### config.mk
export PLATFORM = sky130hd
export DESIGN_NAME = tiny_control_unit_flat
export DESIGN_NICKNAME = d
export VERILOG_FILES = /design/src/rtl/tiny_cu_if.sv /design/src/rtl/tiny_control_unit.sv /design/src/flat_wrapper.sv
export SDC_FILE = /design/constraint.sdc
export NUM_CORES = 1
export LEC_CHECK = 0
export BUFFER_PORTS_ARGS = -buffer_cell sky130_fd_sc_hd__buf_2
export CELL_PAD_IN_SITES_DETAIL_PLACEMENT = 0
export CELL_PAD_IN_SITES_GLOBAL_PLACEMENT = 1
export CORE_AREA = 5 5 95 88
export DETAILED_ROUTE_END_ITERATION = 8
export DIE_AREA = 0 0 100 93
export PLACE_DENSITY_LB_ADDON = 0.1
export REMOVE_ABC_BUFFERS = 1
export SETUP_SLACK_MARGIN = 0.1
export SYNTH_ARGS = -nofsm -noshare
export SYNTH_HDL_FRONTEND = slang
export SYNTH_SLANG_ARGS = --single-unit
### constraint.sdc
create_clock -name clk -period 3.37 [get_ports clk]
set_input_delay 0.674 -clock clk [delete_from_list [all_inputs] [get_ports clk]]
set_output_delay 0.674 -clock clk [all_outputs]
set_load 0.02 [all_outputs]
### src/rtl/tiny_cu_if.sv
// Instruction and data memory handshake bundle for the TinyCPU control unit.
interface tiny_cu_if #(
    parameter int PC_BITS = 8
);
    logic               imem_req;
    logic [PC_BITS-1:0] imem_addr;
    logic               imem_ack;
    logic [15:0]        imem_data;
    logic               dmem_req;
    logic               dmem_we;
    logic               dmem_ack;

    modport master (
        output imem_req, imem_addr, dmem_req, dmem_we,
        input  imem_ack, imem_data, dmem_ack
    );

    modport slave (
        input  imem_req, imem_addr, dmem_req, dmem_we,
        output imem_ack, imem_data, dmem_ack
    );
endinterface

### src/rtl/tiny_control_unit.sv
// Hardwired fetch/exec/mem sequencer for the TinyCPU datapath; decodes IR into
// datapath selects and keeps the branch flags from the last ALU/shift op.
module tiny_control_unit #(
    parameter int BITS    = 16,
    parameter int PC_BITS = 8
) (
    input  logic            clk,
    input  logic            rst,
    tiny_cu_if.master       bus,
    output logic            LoadEnable,
    output logic [1:0]      ASelect,
    output logic [1:0]      BSelect,
    output logic [1:0]      DestinationSelect,
    output logic [BITS-1:0] ConstantIn,
    output logic            MBSelect,
    output logic            MDSelect,
    output logic [3:0]      GSelect,
    output logic [1:0]      HSelect,
    output logic            MFSelect,
    input  logic            statC,
    input  logic            statV,
    input  logic            statN,
    input  logic            statZ,
    output logic            halted
);
    typedef enum logic [1:0] {S_FETCH, S_EXEC, S_MEM, S_HALT} state_t;

    localparam logic [3:0] OP_ADD  = 4'h1, OP_SUB = 4'h2, OP_AND = 4'h3,
                           OP_OR   = 4'h4, OP_XOR = 4'h5, OP_ADDI = 4'h6,
                           OP_LD   = 4'h8, OP_ST  = 4'h9, OP_SHL = 4'hA,
                           OP_SHR  = 4'hB, OP_BZ  = 4'hC, OP_BN  = 4'hD,
                           OP_JMP  = 4'hE, OP_HALT = 4'hF;

    state_t             state_q;
    logic [PC_BITS-1:0] pc_q, pc_d;
    logic [15:0]        ir_q;
    logic               c_q, v_q, n_q, z_q;
    logic               halted_q;

    logic [3:0]         op;
    logic               is_alu, taken;
    logic [PC_BITS-1:0] pc_inc, simm_pc;

    assign op      = ir_q[15:12];
    assign is_alu  = (op >= OP_ADD && op <= OP_ADDI) || op == OP_SHL || op == OP_SHR;
    assign taken   = (op == OP_BZ && z_q) || (op == OP_BN && n_q) || (op == OP_JMP);
    assign pc_inc  = pc_q + PC_BITS'(1);
    assign simm_pc = {{(PC_BITS-6){ir_q[5]}}, ir_q[5:0]};
    assign pc_d    = taken ? pc_inc + simm_pc : pc_inc;

    always_ff @(posedge clk) begin
        if (rst) begin
            state_q  <= S_FETCH;
            pc_q     <= '0;
            ir_q     <= '0;
            {c_q, v_q, n_q, z_q} <= '0;
            halted_q <= 1'b0;
        end else begin
            case (state_q)
                S_FETCH: if (bus.imem_ack) begin
                    ir_q    <= bus.imem_data;
                    state_q <= S_EXEC;
                end
                S_EXEC: begin
                    if (is_alu) {c_q, v_q, n_q, z_q} <= {statC, statV, statN, statZ};
                    case (op)
                        OP_LD, OP_ST: state_q <= S_MEM;
                        OP_HALT: begin
                            state_q  <= S_HALT;
                            halted_q <= 1'b1;
                        end
                        default: begin
                            pc_q    <= pc_d;
                            state_q <= S_FETCH;
                        end
                    endcase
                end
                S_MEM: if (bus.dmem_ack) begin
                    pc_q    <= pc_inc;
                    state_q <= S_FETCH;
                end
                default: state_q <= S_HALT;
            endcase
        end
    end

    // Every output is forced low while rst is high so an abandoned access cannot write.
    logic active;
    assign active = !rst && (state_q == S_EXEC || state_q == S_MEM);

    always_comb begin
        ASelect           = '0;
        BSelect           = '0;
        DestinationSelect = '0;
        ConstantIn        = '0;
        MBSelect          = 1'b0;
        MDSelect          = 1'b0;
        GSelect           = '0;
        HSelect           = '0;
        MFSelect          = 1'b0;
        if (active) begin
            ASelect           = ir_q[9:8];
            BSelect           = ir_q[7:6];
            DestinationSelect = ir_q[11:10];
            case (op)
                OP_ADD: GSelect = 4'b0010;
                OP_SUB: GSelect = 4'b0101;
                OP_AND: GSelect = 4'b1000;
                OP_OR:  GSelect = 4'b1010;
                OP_XOR: GSelect = 4'b1100;
                OP_ADDI: begin
                    GSelect    = 4'b0010;
                    MBSelect   = 1'b1;
                    ConstantIn = {{(BITS-6){ir_q[5]}}, ir_q[5:0]};
                end
                OP_LD:  MDSelect = 1'b1;
                OP_SHL: begin
                    HSelect  = 2'b10;
                    MFSelect = 1'b1;
                end
                OP_SHR: begin
                    HSelect  = 2'b01;
                    MFSelect = 1'b1;
                end
                default: ;
            endcase
        end
    end

    assign LoadEnable = !rst && ((state_q == S_EXEC && is_alu) ||
                                 (state_q == S_MEM && op == OP_LD && bus.dmem_ack));
    assign bus.dmem_req  = !rst && state_q == S_MEM;
    assign bus.dmem_we   = bus.dmem_req && op == OP_ST;
    assign bus.imem_req  = !rst && state_q == S_FETCH;
    assign bus.imem_addr = rst ? '0 : pc_q;
    assign halted        = !rst && halted_q;
endmodule
### src/flat_wrapper.sv
// flat-port wrapper written by rule: the top's interface ports become plain ports
module tiny_control_unit_flat 
#(
    parameter int BITS    = 16,
    parameter int PC_BITS = 8
)
  (clk, rst, LoadEnable, ASelect, BSelect, DestinationSelect, ConstantIn, MBSelect, MDSelect, GSelect, HSelect, MFSelect, statC, statV, statN, statZ, halted, bus_imem_req, bus_imem_addr, bus_dmem_req, bus_dmem_we, bus_imem_ack, bus_imem_data, bus_dmem_ack);
  tiny_cu_if #(.PC_BITS(PC_BITS)) bus_i ();
  input  logic clk;
  input  logic rst;
  output logic LoadEnable;
  output logic [1:0] ASelect;
  output logic [1:0] BSelect;
  output logic [1:0] DestinationSelect;
  output logic [BITS-1:0] ConstantIn;
  output logic MBSelect;
  output logic MDSelect;
  output logic [3:0] GSelect;
  output logic [1:0] HSelect;
  output logic MFSelect;
  input  logic statC;
  input  logic statV;
  input  logic statN;
  input  logic statZ;
  output logic halted;
  output wire logic [$bits(bus_i.imem_req)-1:0] bus_imem_req;
  output wire logic [$bits(bus_i.imem_addr)-1:0] bus_imem_addr;
  output wire logic [$bits(bus_i.dmem_req)-1:0] bus_dmem_req;
  output wire logic [$bits(bus_i.dmem_we)-1:0] bus_dmem_we;
  input wire logic [$bits(bus_i.imem_ack)-1:0] bus_imem_ack;
  input wire logic [$bits(bus_i.imem_data)-1:0] bus_imem_data;
  input wire logic [$bits(bus_i.dmem_ack)-1:0] bus_dmem_ack;
  assign bus_imem_req = bus_i.imem_req;
  assign bus_imem_addr = bus_i.imem_addr;
  assign bus_dmem_req = bus_i.dmem_req;
  assign bus_dmem_we = bus_i.dmem_we;
  assign bus_i.imem_ack = bus_imem_ack;
  assign bus_i.imem_data = bus_imem_data;
  assign bus_i.dmem_ack = bus_dmem_ack;
  tiny_control_unit #(.BITS(BITS), .PC_BITS(PC_BITS)) u_core (.clk(clk), .rst(rst), .bus(bus_i), .LoadEnable(LoadEnable), .ASelect(ASelect), .BSelect(BSelect), .DestinationSelect(DestinationSelect), .ConstantIn(ConstantIn), .MBSelect(MBSelect), .MDSelect(MDSelect), .GSelect(GSelect), .HSelect(HSelect), .MFSelect(MFSelect), .statC(statC), .statV(statV), .statN(statN), .statZ(statZ), .halted(halted));
endmodule
Word level (Yosys, flattened, before mapping)
Index checks and enable logic that the tools add are counted.
{"block": "classes", "n_div": 0, "n_bitwise": 0, "shift": 0, "mul": 0, "addsub": 2, "mux": 24, "magnitude_cmp": 2, "reduce_logical": 30, "eq_ne": 19}
{"cell": "$eq A4 B4 Y1 const B", "n": 8}
{"cell": "$mux W16", "n": 2}
{"cell": "$mux W8", "n": 4}
{"cell": "$pmux W4 S5", "n": 1}
{"cell": "$pmux W8 S2", "n": 1}
{"cell": "$eq A4 B3 Y1 const B", "n": 3}
{"cell": "$logic_and A1 B1 Y1", "n": 12}
{"cell": "$mux W2", "n": 6}
{"cell": "$add A8 B1 Y8 const B", "n": 1}
{"cell": "$add A8 B8 Y8", "n": 1}
{"cell": "$eq A4 B2 Y1 const B", "n": 2}
{"cell": "$pmux W2 S2", "n": 2}
{"cell": "$reduce_and A2 Y1", "n": 4}
{"cell": "$logic_or A1 B1 Y1", "n": 6}
{"cell": "$mux W1", "n": 6}
{"cell": "$ne A2 B2 Y1 const B", "n": 3}
{"cell": "$pmux W2 S3", "n": 1}
{"cell": "$reduce_or A2 Y1", "n": 3}
{"cell": "$eq A4 B1 Y1 const B", "n": 1}
{"cell": "$ge A4 B1 Y1 const B", "n": 1}
{"cell": "$le A4 B3 Y1 const B", "n": 1}
{"cell": "$mux W4", "n": 1}
{"cell": "$reduce_and A3 Y1", "n": 1}
{"cell": "$reduce_or A3 Y1", "n": 1}
{"cell": "5 further kinds", "n": 5}
{"block": "word_totals", "elab_cells": 83, "out_inout_bits": 44, "rom_bits": 0, "mem_count": 0, "regBits": 29, "latchBits": 0, "ramBits": 0, "inputBits": 24}

Logic depth before layout (Yosys ltp)
Gate-level depths: netlist (run 1).
{"block": "logic_depth", "ltp_word": 7, "mapped_depth": 11}

Least setup slack after synthesis (run 1)
Ideal clock, no wire load.
{"block": "synth_timing", "path_kind": "input -> output", "start": "input rst", "end": "output ConstantIn[10]", "path_slack_ns": 0.318, "path_buffers": 2, "path_stages": 5, "required_ns": 2.696, "arrival_time_ns": 2.378, "path_cell_list": "clkbuf_1 > nand2b_1 > nor4_2 > and2_1 > buf_4"}
{"block": "synth_via", "elab_chain_len": 3}
{"element": "from (decl)", "line": "flat_wrapper.sv:10", "source": "input logic rst;"}
{"element": "$logic_not A1 Y1", "line": "tiny_control_unit.sv:89", "source": "assign active = !rst && (state_q == S_EXEC || state_q == S_MEM);"}
{"element": "$logic_and A1 B1 Y1", "line": "tiny_control_unit.sv:89"}
{"element": "$mux W16", "line": "tiny_control_unit.sv:101", "source": "if (active) begin"}
{"element": "to (decl)", "line": "flat_wrapper.sv:15", "source": "output logic [BITS-1:0] ConstantIn;"}
Every way passes these cells.

Worst setup path after layout (run 1)
{"block": "layout_timing", "start": "register u_core.state_q[1]", "end": "output ConstantIn[11]"}
{"block": "layout_via", "elab_chain_len": 4, "elab_cells_between_ends": 5}
{"element": "from (decl)", "line": "tiny_control_unit.sv:34", "source": "state_t state_q;"}
{"element": "from (signal assigned)", "line": "tiny_control_unit.sv:53", "source": "state_q <= S_FETCH;"}
{"element": "from (signal assigned)", "line": "tiny_control_unit.sv:62", "source": "state_q <= S_EXEC;"}
{"element": "from (signal assigned)", "line": "tiny_control_unit.sv:67", "source": "OP_LD, OP_ST: state_q <= S_MEM;"}
{"element": "$eq A2 B1 Y1 / $eq A2 B2 Y1 (equally long branches)", "line": "tiny_control_unit.sv:89"}
{"element": "$logic_or A1 B1 Y1 *", "line": "tiny_control_unit.sv:89"}
{"element": "$logic_and A1 B1 Y1 *", "line": "tiny_control_unit.sv:89"}
{"element": "$mux W16 *", "line": "tiny_control_unit.sv:101"}
Mark *: on every way between the ends. The rest lies on a longest branch, timed or not.

==> flow_summary_export.csv, run 1 <==
group,metric,value,unit
grt,first_global_vias,1860,
logic_synthesis,yosysMostFrequentCell,"nand2_1",
cts,root_buffer,"clkbuf_8",
placed_design,dp.cells,410,
logic_synthesis,yosys_register_bits,29,
grt,grtUsageTotal,0.129,
logic_synthesis,async_reset_ff_frac,0,
pwr,p_comb_frac,0.333,
final_layout,final_net_count,359,
setup_path,startpoint,"u_core.state_q[1]",
die,die-area,9300,um^2
cts,cts-hold-fix-buffers,0,
drt,wl,5910,um
logic_synthesis,synth-edff-count,0,
die,pin_count,68,
flow_run,cap_violations,0,
timing,layout_min_cycle_time,2.73,ns
logic_synthesis,yosysWarnings,0,
drt,drtAntennaViolNets,0,
cts,htreeDepth,2,
final_layout,final_cells,418,
die,fp-row-count,30,
pwr,switching_share,0.373,
cts,post-cts-setup-buffer-count,0,
grt,grt_max_degree,41,
timing,hold_violations,0,
pwr,seqPwrFrac,0.353,
drt,num_vias,1983,
logic_synthesis,yosys.area.top_type,"dfxtp_1",
logic_synthesis,yosysTopAreaCellShare,0.275,
grt,grt_remaining_overflow,0,
logic_synthesis,yosys-top-cells-area,"dfxtp_1, nand2_1, ha_1, a21oi_1, and2_1",
die,core,7320,um^2
cts,insertion_delay,0.29,ns
setup_path,start_kind,"flip-flop",
setup_path,cp.required,2.70,ns
cts,cts_tree,"yes",
final_layout,drive_above_1_share,0.267,
worst_hold_path,worstHoldStart,"u_core.ir_q[6]",
cts,cts.reportedPaths.clkPinSlew,0.07,ns
pwr,power_density,490,nW/um^2
pwr,leakagePower,1.17,nW
timing,final.period_utilization,0.811,
drt,wire_per_inst,14.1,um
pwr,power_switching,0.466,mW
logic_synthesis,syn_inst,271,
die,die-height,93,um
worst_hold_path,hp-class,"reg -> reg",
setup_path,crit_path_max_fanout,11,
pwr,power_frac_clock,0.314,
final_layout,diodes,0,
grt,grt_pass1_wl,9520,um
placed_design,dp_slack,0.714,ns
die,initial_core_util,0.289,
timing,slew_viol_final,0,
logic_synthesis,netlist_area,2110,um^2
placed_design,dp_hpwl,4260,um
logic_synthesis,synthTopCellsByCount,"nand2_1, dfxtp_1, a21oi_1, nor2_1, and2_1",
setup_path,cp-end-kind,"output pin",
placed_design,io_buffers,65,
timing,tns,0,ns
timing,rsz0062_at_grt,"false",
setup_path,rr_startpoint,"u_core.pc_q[0]",
drt,drt_pass1_iterations,4,
die,fp.dieW,100,um
timing,fmax,366,MHz
logic_synthesis,synth_ff_type,"dfxtp_1",
pwr,vdd_drop_max,0.000161,V
final_layout,syn2layout_area_growth,20.6,%
pwr,power,1.25,mW
timing,fin_skew,0.00612,ns
drt,drc,0,
cts,ctsResizeCount,0,
pwr,internal_power,0.783,mW
drt,dr.first_iter.drc_count,45,
timing,tightestPinTransition,0.703,ns
drt,viasPerCell,4.74,
timing,setup_slack,0.638,ns
timing,finalSetupViolCount,0,
cts,cts_buffers,5,
cts,clock_sinks,29,
status,run_status,"completed",
cts,clockBufferDepth,2,
timing,slew_headroom,0.531,
placed_design,gp_congestion,0.767,
logic_synthesis,synth.avg_cell_area,7.80,um^2
setup_path,critical_path_class,"reg -> out",
grt,antenna_found_initial,0,
logic_synthesis,yosysSeqAreaShare,0.275,
setup_path,cp.arrival,2.06,ns
logic_synthesis,synth_cell_types,47,
==> cell usage in the layout, fill, tap and decap left out, drive strengths merged, types with 2 or more instances in the layout <==
master and count:
nand2 50, inv 8, xnor2 7, nand3 7, buf 68, and2 15
o21ai 7, mux2i 6, and3 3, nor4b 2, xor2 5, ha 13
clkbuf 6, nor2b 10, nor3 6, nand2b 4, o22ai 2, nor4 2
a2111oi 2, a311oi 3, nor2 20, a21oi 26, a211oi 6, dfxtp 29
==> flip-flops by register name (all words and copies together), names as in the netlist <==
signal,flops
u_core.halted_q,1
u_core.z_q,1
u_core.ir_q,16
u_core.state_q,2
u_core.pc_q,8
u_core.n_q,1
==> worst max-delay path, cell delays in order, from the launching register on <==
cell and delay [ns]:
dfxtp_1 0.36, inv_1 0.09, ha_1 0.29, nand2b_1 0.17, nor4_2 0.31, and2_1 0.32, buf_2 0.22
==> per-layer routing <==
layer	track usage	routed length, um
met1	0.176	2910
met2	0.205	2630
met3	0.0291	302
met4	0.0370	64
met5	0	0
==> stage by stage <==
step                utilization  cell area, um^2  hold slack [ns]
floorplan                     -             1960            0.426
global placement          0.332             2430            0.439
detailed placement        0.332             2430            0.445
CTS                       0.348             2550            0.455
global route              0.348             2550            0.485
finish                    0.348             2550            0.453
==> power by group through the flow <==
stage	clock [mW]	combinational, mW	sequential (mW)
3_5_place_dp	0	0.421	0.448
5_1_grt	0.418	0.475	0.449
4_1_cts	0.406	0.424	0.440
2_1_floorplan	0	0.305	0.436
6_report	0.393	0.416	0.440
3_3_place_gp	0	0.422	0.449
==> cells by family (layout without fill, tap and decap cells) <==
kind of cell | after synthesis | in the layout | synth area share
compound gates | 55 | 55 | 0.184
fa+ha+maj | 14 | 14 | 0.0864
xor+xnor | 12 | 12 | 0.0497
flops | 29 | 29 | 0.275
buf+inv | 33 | 84 | 0.0864
simple gates | 122 | 122 | 0.291
mux | 6 | 6 | 0.0284
==> final timing paths <==
check	to	slack, ns	depth (start not counted)
setup / recovery	ConstantIn[11]	0.64	6
hold / removal	u_core.ir_q[6]	0.45	2
setup reg to reg	u_core.pc_q[7]	0.74	10
hold reg to reg	u_core.ir_q[6]	0.45	2
==> layout make-up <==
type | count | area [um^2]
inverters | 8 | 30.0
flip-flops and latches | 29 | 581
repair buffers | 68 | 348
well taps | 96 | 120
fillers | 827 | 4770
clock buffers | 6 | 82.6
clock inverters | 2 | 37.5
multi-input cells | 209 | 1350
Note: power is estimated with default switching activity, not from simulation.
==> run 2, diff against run 1 <==
==> constraint.sdc (replaced) <==
create_clock -name clk -period 2.85 [get_ports clk]
set_input_delay 0.57 -clock clk [delete_from_list [all_inputs] [get_ports clk]]
set_output_delay 0.57 -clock clk [all_outputs]
set_load 0.02 [all_outputs]
==> run 2 against run 1 <==
- hold slack hardly changed
- critical endpoint unchanged
- critical path depth unchanged
- power rose by 19%
- design area grew 1.8%
==> flow_summary_export.csv, run 2 (synthesis results as in run 1) <==
group,metric,value,unit
placed_design,place_area,2470,um^2
final_layout,drive_above_1_share,0.281,
drt,viasPerCell,4.74,
timing,hold_violations,0,
final_layout,syn2layout_area_growth,22.7,%
setup_path,cpPeakStageDelay,0.36,ns
placed_design,dp.cells,415,
grt,grt_max_degree,43,
setup_path,critical_path_class,"reg -> out",
final_layout,nFillCells,823,
setup_path,worst_path_max_delay_cell,"dfxtp_1",
final_layout,final_common_cell,"buf_2",
cts,insertion_delay,0.28,ns
worst_hold_path,hp-class,"reg -> reg",
cts,cts_buffers,5,
pwr,leakagePower,1.20,nW
setup_path,start_kind,"flip-flop",
final_layout,largest_reg_flops,16,
timing,layout_min_cycle_time,2.59,ns
pwr,vdd_drop_max,0.000236,V
timing,slew_viol_final,0,
placed_design,io_buffers,65,
pwr,power_density,574,nW/um^2
setup_path,crit_buf_inv,2,
grt,antenna_found_initial,0,
timing,whs,0.452,ns
drt,wire_per_inst,13.7,um
cts,root_buffer,"clkbuf_8",
timing,rsz0062_at_grt,"false",
drt,drt_pass1_iterations,4,
timing,tightestPinTransition,0.679,ns
final_layout,finalInstanceArea,2590,um^2
grt,grt_remaining_overflow,0,
die,core,7320,um^2
grt,grt_pass1_wl,9720,um
cts,cts.reportedPaths.clkPinSlew,0.07,ns
timing,slew_headroom,0.547,
cts,clockBufferDepth,2,
die,initial_core_util,0.289,
cts,cts_tree,"yes",
setup_path,cp_top_family,"simple AND/OR/NAND/NOR gates",
flow_run,cap_violations,0,
setup_path,crit_chain,"inv_1 -> ha_1 -> nand2b_1 -> nor4_2 -> and2_1 -> buf_2",
final_layout,final_net_count,364,
final_layout,reg_top3,"u_core.ir_q x16, u_core.pc_q x8, u_core.state_q x2",
grt,grtUsageTotal,0.129,
grt,first_global_vias,1961,
status,run_status,"completed",
setup_path,cp.required,2.28,ns
timing,final.period_utilization,0.909,
cts,htreeDepth,2,
die,die-area,9300,um^2
timing,finalSetupViolCount,0,
die,fp.dieW,100,um
final_layout,regMostFlops,"u_core.ir_q",
cts,clock_sinks,29,
setup_path,crit_path_max_fanout,11,
placed_design,dp_hpwl,4270,um
drt,dr.first_iter.drc_count,59,
drt,drtAntennaViolNets,0,
final_layout,diodes,0,
timing,fmax,386,MHz
setup_path,cp.arrival,2.02,ns
drt,num_vias,2004,
setup_path,cp-end-kind,"output pin",
final_layout,final_cells,423,
timing,fin_skew,0.00772,ns
drt,drc,0,
drt,wl,5810,um
placed_design,gp_congestion,0.762,
final_layout,most-common-layout-cells,"buf_2, nand2_1, dfxtp_1",
die,fp-row-count,30,
die,pin_count,68,
die,die-height,93,um
## run 2: changes by cell type in the layout (fill, tap and decap cells not counted), sizes merged
cell and change:
buf +5
## run 2: timing repair
| action | 4_1_cts | 5_1_grt |
|---|---|---|
| hold endpoints to repair | 0 | 0 |
| hold buffers | 0 | 0 |
| buffers inserted | 0 | 0 |
| resized for setup | 0 | 1 |
| endpoints found under the setup margin | 0 | 1 |
## run 2: worst reg2reg max path: stages (launching register included)
cell	delay, ns
dfxtp_1	0.34
ha_1	0.25
nand3_1	0.17
xnor2_1	0.22
ha_1	0.32
nand3_1	0.11
o211ai_1	0.12
o41ai_2	0.26
xnor2_1	0.19
mux2i_1	0.22
o22ai_1	0.09
## run 2: where the power goes
part / internal (mW) / switching, mW
combinational: 0.201 / 0.315
clock: 0.284 / 0.173
sequential: 0.458 / 0.0591
total: 0.943 / 0.546
## run 2: per-layer routing
layer,part of all wire,up-vias,GRT usage
met1,0.48,929,0.173
met2,0.48,44,0.220
li1,-,1029,-
met5,0,-,0
met4,0.0024,0,0.0168
met3,0.042,2,0.0268
## run 2: per-stage QoR
step,power (mW),TNS [ns],worst slack (ns),util
6_report,1.49,0,0.260,0.354
4_1_cts,1.52,0,0.201,0.353
5_1_grt,1.61,0,0.101,0.354
2_1_floorplan,0.876,-8.59,-0.781,-
3_3_place_gp,1.05,0,0.341,0.337
3_5_place_dp,1.05,0,0.384,0.337
## run 2: layout make-up
type | instances | area (um^2) | area share
clock buffers | 6 | 82.6 | 0.0318
clock inverters | 2 | 37.5 | 0.0145
inverters | 8 | 30.0 | 0.0116
multi-input cells | 209 | 1360 | 0.523
flip-flops and latches | 29 | 581 | 0.224
well taps | 96 | 120 | 0.0463
repair buffers | 73 | 385 | 0.149
## run 2: worst paths after layout
path / from / end / slack, ns / cells past startpoint
worst max-delay path: u_core.state_q[1] / ConstantIn[11] / 0.26 / 6
worst min-delay path: u_core.ir_q[10] / u_core.ir_q[10] / 0.45 / 2
worst max register to register: u_core.pc_q[0] / u_core.pc_q[7] / 0.44 / 10
worst min register to register: u_core.ir_q[10] / u_core.ir_q[10] / 0.45 / 2
